`src/rtl/ece453_bus_defs.sv`:
```
// Shared definitions for the ARM chip-select-5 bus front end: state codes,
// default bus widths and a saturating counter helper.
package ece453_bus_defs;

    localparam int DEF_ADDR_W = 24;
    localparam int DEF_DATA_W = 32;

    localparam logic [2:0] ST_IDLE      = 3'd0;
    localparam logic [2:0] ST_SETTLE_W  = 3'd1;
    localparam logic [2:0] ST_SETTLE_R  = 3'd2;
    localparam logic [2:0] ST_CAPTURE_W = 3'd3;
    localparam logic [2:0] ST_CAPTURE_R = 3'd4;
    localparam logic [2:0] ST_WAIT_REL  = 3'd5;

    typedef enum logic [2:0] {
        IDLE      = ST_IDLE,
        SETTLE_W  = ST_SETTLE_W,
        SETTLE_R  = ST_SETTLE_R,
        CAPTURE_W = ST_CAPTURE_W,
        CAPTURE_R = ST_CAPTURE_R,
        WAIT_REL  = ST_WAIT_REL
    } bus_state_t;

    function automatic logic [7:0] sat_inc8(input logic [7:0] v);
        return (v == 8'hFF) ? v : v + 8'd1;
    endfunction

endpackage

```
`src/rtl/sync2.sv`:
```
// Two-flop synchroniser for a single asynchronous control line; both flops
// take RST_VAL in reset so the synchronised line starts inactive.
module sync2 #(
    parameter logic RST_VAL = 1'b0
) (
    input  logic clk,
    input  logic rst_n,
    input  logic d,
    output logic q
);

    logic meta;

    always_ff @(posedge clk) begin
        if (!rst_n) begin
            meta <= RST_VAL;
            q    <= RST_VAL;
        end else begin
            meta <= d;
            q    <= meta;
        end
    end

endmodule

```
`src/rtl/arm_bus_sync.sv`:
```
// Turns asynchronous ARM CS5 bus strobes into single-cycle write/read pulses
// in the FPGA_CLK1 domain, with captured address/data/lanes and an error count.
module arm_bus_sync
    import ece453_bus_defs::*;
#(
    parameter int ADDR_W = DEF_ADDR_W,
    parameter int DATA_W = DEF_DATA_W,
    parameter int SETTLE = 2
) (
    input  logic              clk,
    input  logic              rst_n,
    input  logic              as,
    input  logic              ws_n,
    input  logic              rs_n,
    input  logic [3:0]        be,
    input  logic [ADDR_W-1:0] address,
    input  logic [DATA_W-1:0] data_in,
    output logic              wr_stb,
    output logic [ADDR_W-1:0] wr_addr,
    output logic [DATA_W-1:0] wr_data,
    output logic [3:0]        wr_be,
    output logic              rd_stb,
    output logic [ADDR_W-1:0] rd_addr,
    output logic              busy,
    output logic [7:0]        err_cnt
);

    localparam logic [2:0] SETTLE_LAST = 3'(SETTLE - 1);

    logic as_s;
    logic ws_n_s;
    logic rs_n_s;
    logic wreq;
    logic rreq;

    bus_state_t state;
    bus_state_t state_nxt;
    logic [2:0] settle_cnt;
    logic [2:0] settle_cnt_nxt;
    logic       cap_w;
    logic       cap_r;
    logic       err_inc;

    sync2 #(.RST_VAL(1'b0)) u_sync_as (
        .clk   (clk),
        .rst_n (rst_n),
        .d     (as),
        .q     (as_s)
    );

    sync2 #(.RST_VAL(1'b1)) u_sync_ws (
        .clk   (clk),
        .rst_n (rst_n),
        .d     (ws_n),
        .q     (ws_n_s)
    );

    sync2 #(.RST_VAL(1'b1)) u_sync_rs (
        .clk   (clk),
        .rst_n (rst_n),
        .d     (rs_n),
        .q     (rs_n_s)
    );

    // Only synchronised strobes may steer the FSM; raw address/data are
    // looked at solely in the capture states where the bus holds them stable.
    assign wreq = as_s & ~ws_n_s;
    assign rreq = as_s & ~rs_n_s;

    always_ff @(posedge clk) begin
        if (!rst_n) begin
            state      <= IDLE;
            settle_cnt <= 3'd0;
        end else begin
            state      <= state_nxt;
            settle_cnt <= settle_cnt_nxt;
        end
    end

    always_comb begin
        state_nxt      = state;
        settle_cnt_nxt = settle_cnt;
        cap_w          = 1'b0;
        cap_r          = 1'b0;
        err_inc        = 1'b0;
        case (state)
            IDLE: begin
                settle_cnt_nxt = 3'd0;
                if (wreq && rreq) begin
                    err_inc   = 1'b1;
                    state_nxt = WAIT_REL;
                end else if (wreq) begin
                    state_nxt = SETTLE_W;
                end else if (rreq) begin
                    state_nxt = SETTLE_R;
                end
            end
            SETTLE_W: begin
                if (wreq && rreq) begin
                    err_inc   = 1'b1;
                    state_nxt = WAIT_REL;
                end else if (!wreq) begin
                    state_nxt = IDLE;
                end else if (settle_cnt == SETTLE_LAST) begin
                    state_nxt = CAPTURE_W;
                end else begin
                    settle_cnt_nxt = settle_cnt + 3'd1;
                end
            end
            SETTLE_R: begin
                if (wreq && rreq) begin
                    err_inc   = 1'b1;
                    state_nxt = WAIT_REL;
                end else if (!rreq) begin
                    state_nxt = IDLE;
                end else if (settle_cnt == SETTLE_LAST) begin
                    state_nxt = CAPTURE_R;
                end else begin
                    settle_cnt_nxt = settle_cnt + 3'd1;
                end
            end
            CAPTURE_W: begin
                cap_w     = 1'b1;
                state_nxt = WAIT_REL;
            end
            CAPTURE_R: begin
                cap_r     = 1'b1;
                state_nxt = WAIT_REL;
            end
            WAIT_REL: begin
                if (!wreq && !rreq) begin
                    state_nxt = IDLE;
                end
            end
            default: begin
                state_nxt = IDLE;
            end
        endcase
    end

    // Capture happens on the edge that leaves a CAPTURE state, so the pulse
    // and its captured payload appear together in the following cycle.
    always_ff @(posedge clk) begin
        if (!rst_n) begin
            wr_stb  <= 1'b0;
            rd_stb  <= 1'b0;
            wr_addr <= '0;
            wr_data <= '0;
            wr_be   <= 4'h0;
            rd_addr <= '0;
            err_cnt <= 8'h00;
        end else begin
            wr_stb <= 1'b0;
            rd_stb <= 1'b0;
            if (cap_w) begin
                wr_addr <= address;
                wr_data <= data_in;
                wr_be   <= ~be;
                wr_stb  <= (be != 4'hF);
            end
            if (cap_r) begin
                rd_addr <= address;
                rd_stb  <= 1'b1;
            end
            if (err_inc) begin
                err_cnt <= sat_inc8(err_cnt);
            end
        end
    end

    assign busy = (state != IDLE);

endmodule

```
`config.mk`:
```
export PLATFORM = sky130hd
export DESIGN_NAME = arm_bus_sync
export DESIGN_NICKNAME = d
export VERILOG_FILES = /design/src/rtl/ece453_bus_defs.sv /design/src/rtl/sync2.sv /design/src/rtl/arm_bus_sync.sv
export SDC_FILE = /design/constraint.sdc
export NUM_CORES = 1
export LEC_CHECK = 0
export CORE_MARGIN = 4
export CORE_UTILIZATION = 39
export DETAILED_ROUTE_END_ITERATION = 12
export PLACE_DENSITY_LB_ADDON = 0.05
export SETUP_SLACK_MARGIN = 0.2
export SKIP_CTS_REPAIR_TIMING = 1
export SYNTH_ARGS = -nofsm -noshare
export SYNTH_HDL_FRONTEND = slang
export SYNTH_SLANG_ARGS = --single-unit
```
`constraint.sdc`:
```
create_clock -name clk -period 1.4 [get_ports clk]
set_input_delay 0.21 -clock clk [delete_from_list [all_inputs] [get_ports clk]]
set_output_delay 0.21 -clock clk [all_outputs]
set_load 0.05 [all_outputs]
```
==> run metrics <==
Peak Freq=614.6 MHz; Die Height=about 110 um; M1 GR Usage=roughly a quarter; Clock Skews=between 0.009 and 0.01 ns; Skew-Pair Late Insertion Delay=about 0.38 ns; synthesized flop and latch total=around 110; total congestion overflow=0; Critical Path RT=roughly 1.2 ns; switching portion of total power=29.56%; Psw=2.297 mW; Post-synth EDFFs=0; final WL=between 15000 and 20000 um; met2 global-route usage=36.84%; CTS max path bufs=2; Detailed Route Iter0 Violations=~240; mux share of post-synthesis cell area=0.5019%; peak supply drop=~0.8 mV; Final WS setup=-0.2270 ns; Post-Synthesis Net Count=556; Syn Area/Cell=~8.2 um2; Synth cell types=50; worst hold path type=in -> reg; worst flop-to-flop path startpoint=state[1]; DP Area=6969 um2; top cells by area, synth=dfxtp_1 (53%), nand2_1 (16%), a21oi_1 (11%); pwr dens=967.4 nW/um2; routability-driven placement congestion ratio=slightly above 0.8; final setup violation count=16; Core Footprint=9864 um2; adder-cell share of the synthesized area=0.9410%; number of global-route vias before repair=just over 4000; Ports=160; post-route minimum period=between 1.5 and 2 ns; leakage power total=between 2 and 3 nW; Core Rows=36; Worst setup EP type=primary output; Reg2Reg Setup Slack=-0.20 ns; status=finished, violations left; Synth area leader=dfxtp_1; Slew headroom=roughly 70%; CP max-delay cell=dfxtp_4; cell count after synthesis=just under 500; RSZ-0062 raised after global routing=true; Gate power share=28.1%; P_int=roughly 5.5 mW; CTS tree=built; Crit path max-delay family=flip-flops; clk slew on worst S/H paths=0.10 ns; post-route cell area=approximately 8000 um2; H-tree depth reported by CTS=3; reg2reg end=settle_cnt[0]; Routed Antenna Nets=0; maximum capacitance violations=0; Pwr Total=7.772 mW; dominant synthesized flop cell=dfxtp_1; HPWL Detailed=between 8000 and 9000 um; final net count=760; Worst Path Max Fanout=8; TritonRoute pass-1 iters=5; Area growth syn-to-layout=101.4%; vias per inst=~5.3; PortBufs=about 160; share of layout cells above drive strength 1=41.32%; largest family of logic cells by synthesized area=simple AND/OR/NAND/NOR gates; die area=between 10000 and 15000 um2; Synth Area in Simple Gates=25.13%; Crit Path Class=reg -> out; initial antenna violation count=0; Final Util=81.44%; Critical path destination=busy; Avg WL per Cell=~19 um; root buf cell=clkbuf_8; GRT Total Usage=about a fifth; Netlist Area Pre-Place=about 4000 um2; area fraction of the dominant cell type after synthesis=between 50% and 60%; failing checks=negative setup slack; clock share of power=29.2%; gr busiest metal=met2; TritonCTS Buffers=9; Final Max Tran Viols=0; critical path arrival=between 1 and 1.5 ns; Die X-Extent=109.1 um; ys async rst share=0%; CP Launch Type=register; highest cell delay on the worst timing path=~0.39 ns; M3 GR Usage=between 3 and 4%; first-pass GRT wire length=between 15000 and 20000 um; via count=roughly 4400; Initial Util=40.44%; n_diodes=0; pin count of the biggest net entering global routing=67; compound-cell area share of the yosys netlist=between 15 and 20%; Crit path depth=3; Bufs and invs on worst path=2; R2R depth=5; Warnings, synthesis=0; crit path from=state[0]; XOR/XNOR Fraction of Synth Area=0.2196%; worst slew pin tran=0.4467 ns; sequential share of power=a little over two fifths; drc violations=0; clock sinks=approximately 110; critical-path cell list=buf_6 -> or3_4 -> buf_12; Final Cycle Share=116.2%; Fin. Hold Viols=0; Seq/Total Area, Yosys=between 50% and 60%
metrics by stage:
step / setup TNS (ns) / hold slack (ns) / setup slack [ns] / instances
floorplan: -0.2692 / 0.3059 / -0.1136 / 488
global placement: -0.6285 / 0.3934 / -0.1342 / 783
detailed placement: -2.071 / 0.4105 / -0.1775 / 783
CTS: -3.524 / 0.3625 / -0.3169 / 799
global route: -4.372 / 0.3791 / -0.2683 / 830
finish: -2.113 / 0.3709 / -0.2270 / 830
layout make-up:
class,count,area (um2)
inverters,3,11.26
flip-flops and latches,106,2163
clock inverters,3,66.31
multi-input cells,349,2146
fillers,592,1831
repair buffers,223,3301
well taps,133,166.4
clock buffers,13,180.2
registers in the layout, indices dropped and copies added, names as in the netlist:
signal,flops
wr_be,4
wr_addr,24
u_sync_rs.q,1
wr_stb,1
u_sync_as.q,1
u_sync_as.meta,1
rd_stb,1
state,3
settle_cnt,3
rd_addr,24
u_sync_rs.meta,1
u_sync_ws.q,1
wr_data,32
err_cnt,8
u_sync_ws.meta,1
worst min-delay path by stage:
stage	startpoint	end	slack (ns)	cells past startpoint
floorplan	be[0]	wr_be[0]	0.31	1
global placement	u_sync_ws.meta	u_sync_ws.q	0.39	1
detailed placement	u_sync_ws.meta	u_sync_ws.q	0.41	1
CTS	data_in[27]	wr_data[27]	0.36	3
global route	data_in[7]	wr_data[7]	0.38	3
finish	data_in[26]	wr_data[26]	0.37	3
synthesized netlist by cell type (3+ instances only):
cell type    n
and2_1       3
inv_1        3
buf_2       13
nor2_1      13
ha_1         3
nand3_1      5
nor2b_1      4
a211oi_1     5
o21ai_0      7
nand2_1    170
nand2b_1     4
or4_1        4
a21oi_1     84
clkbuf_1    20
dfxtp_1    106
cell usage in the layout (no fill, tap or decap), drive strengths merged, types with 5 or more instances in the layout:
master and instances:
clkbuf 19, dfxtp 106, or2 5, buf 153, nand2 170, a21oi 84
nand3 5, o21ai 7, clkdlybuf4s50 64, a211oi 5, nor2 13
per-layer routing:
metal / routed length, um / up-vias
met1: 6045 / 2129
met5: 0 / -
met3: 829 / 31
li1: - / 2051
met2: 8100 / 149
met4: 437 / 0
worst register-to-register path: stages (launching register included):
cell	delay, ns
dfxtp_4	0.38
buf_6	0.12
buf_6	0.10
o31a_1	0.32
or4_4	0.44
o22ai_2	0.17
cell families after synthesis:
| kind of cell | after synthesis |
|---|---|
| xor gates and xnor gates | 1 |
| adders and majority gates | 3 |
| DFF | 106 |
| muxes | 2 |
| buffers and inverters | 36 |
| AOI/OAI and AO/OA | 114 |
| and+or+nand+nor | 226 |
power by group through the flow:
stage | registers, mW | logic [mW] | clock network [mW]
floorplan | 3.73 | 0.562 | 0
global placement | 3.38 | 1.88 | 0
detailed placement | 3.39 | 1.91 | 0
CTS | 3.32 | 1.91 | 2.28
global route | 3.34 | 2.28 | 2.41
finish | 3.32 | 2.19 | 2.27
No activity file was read; power rests on OpenSTA's default activity.
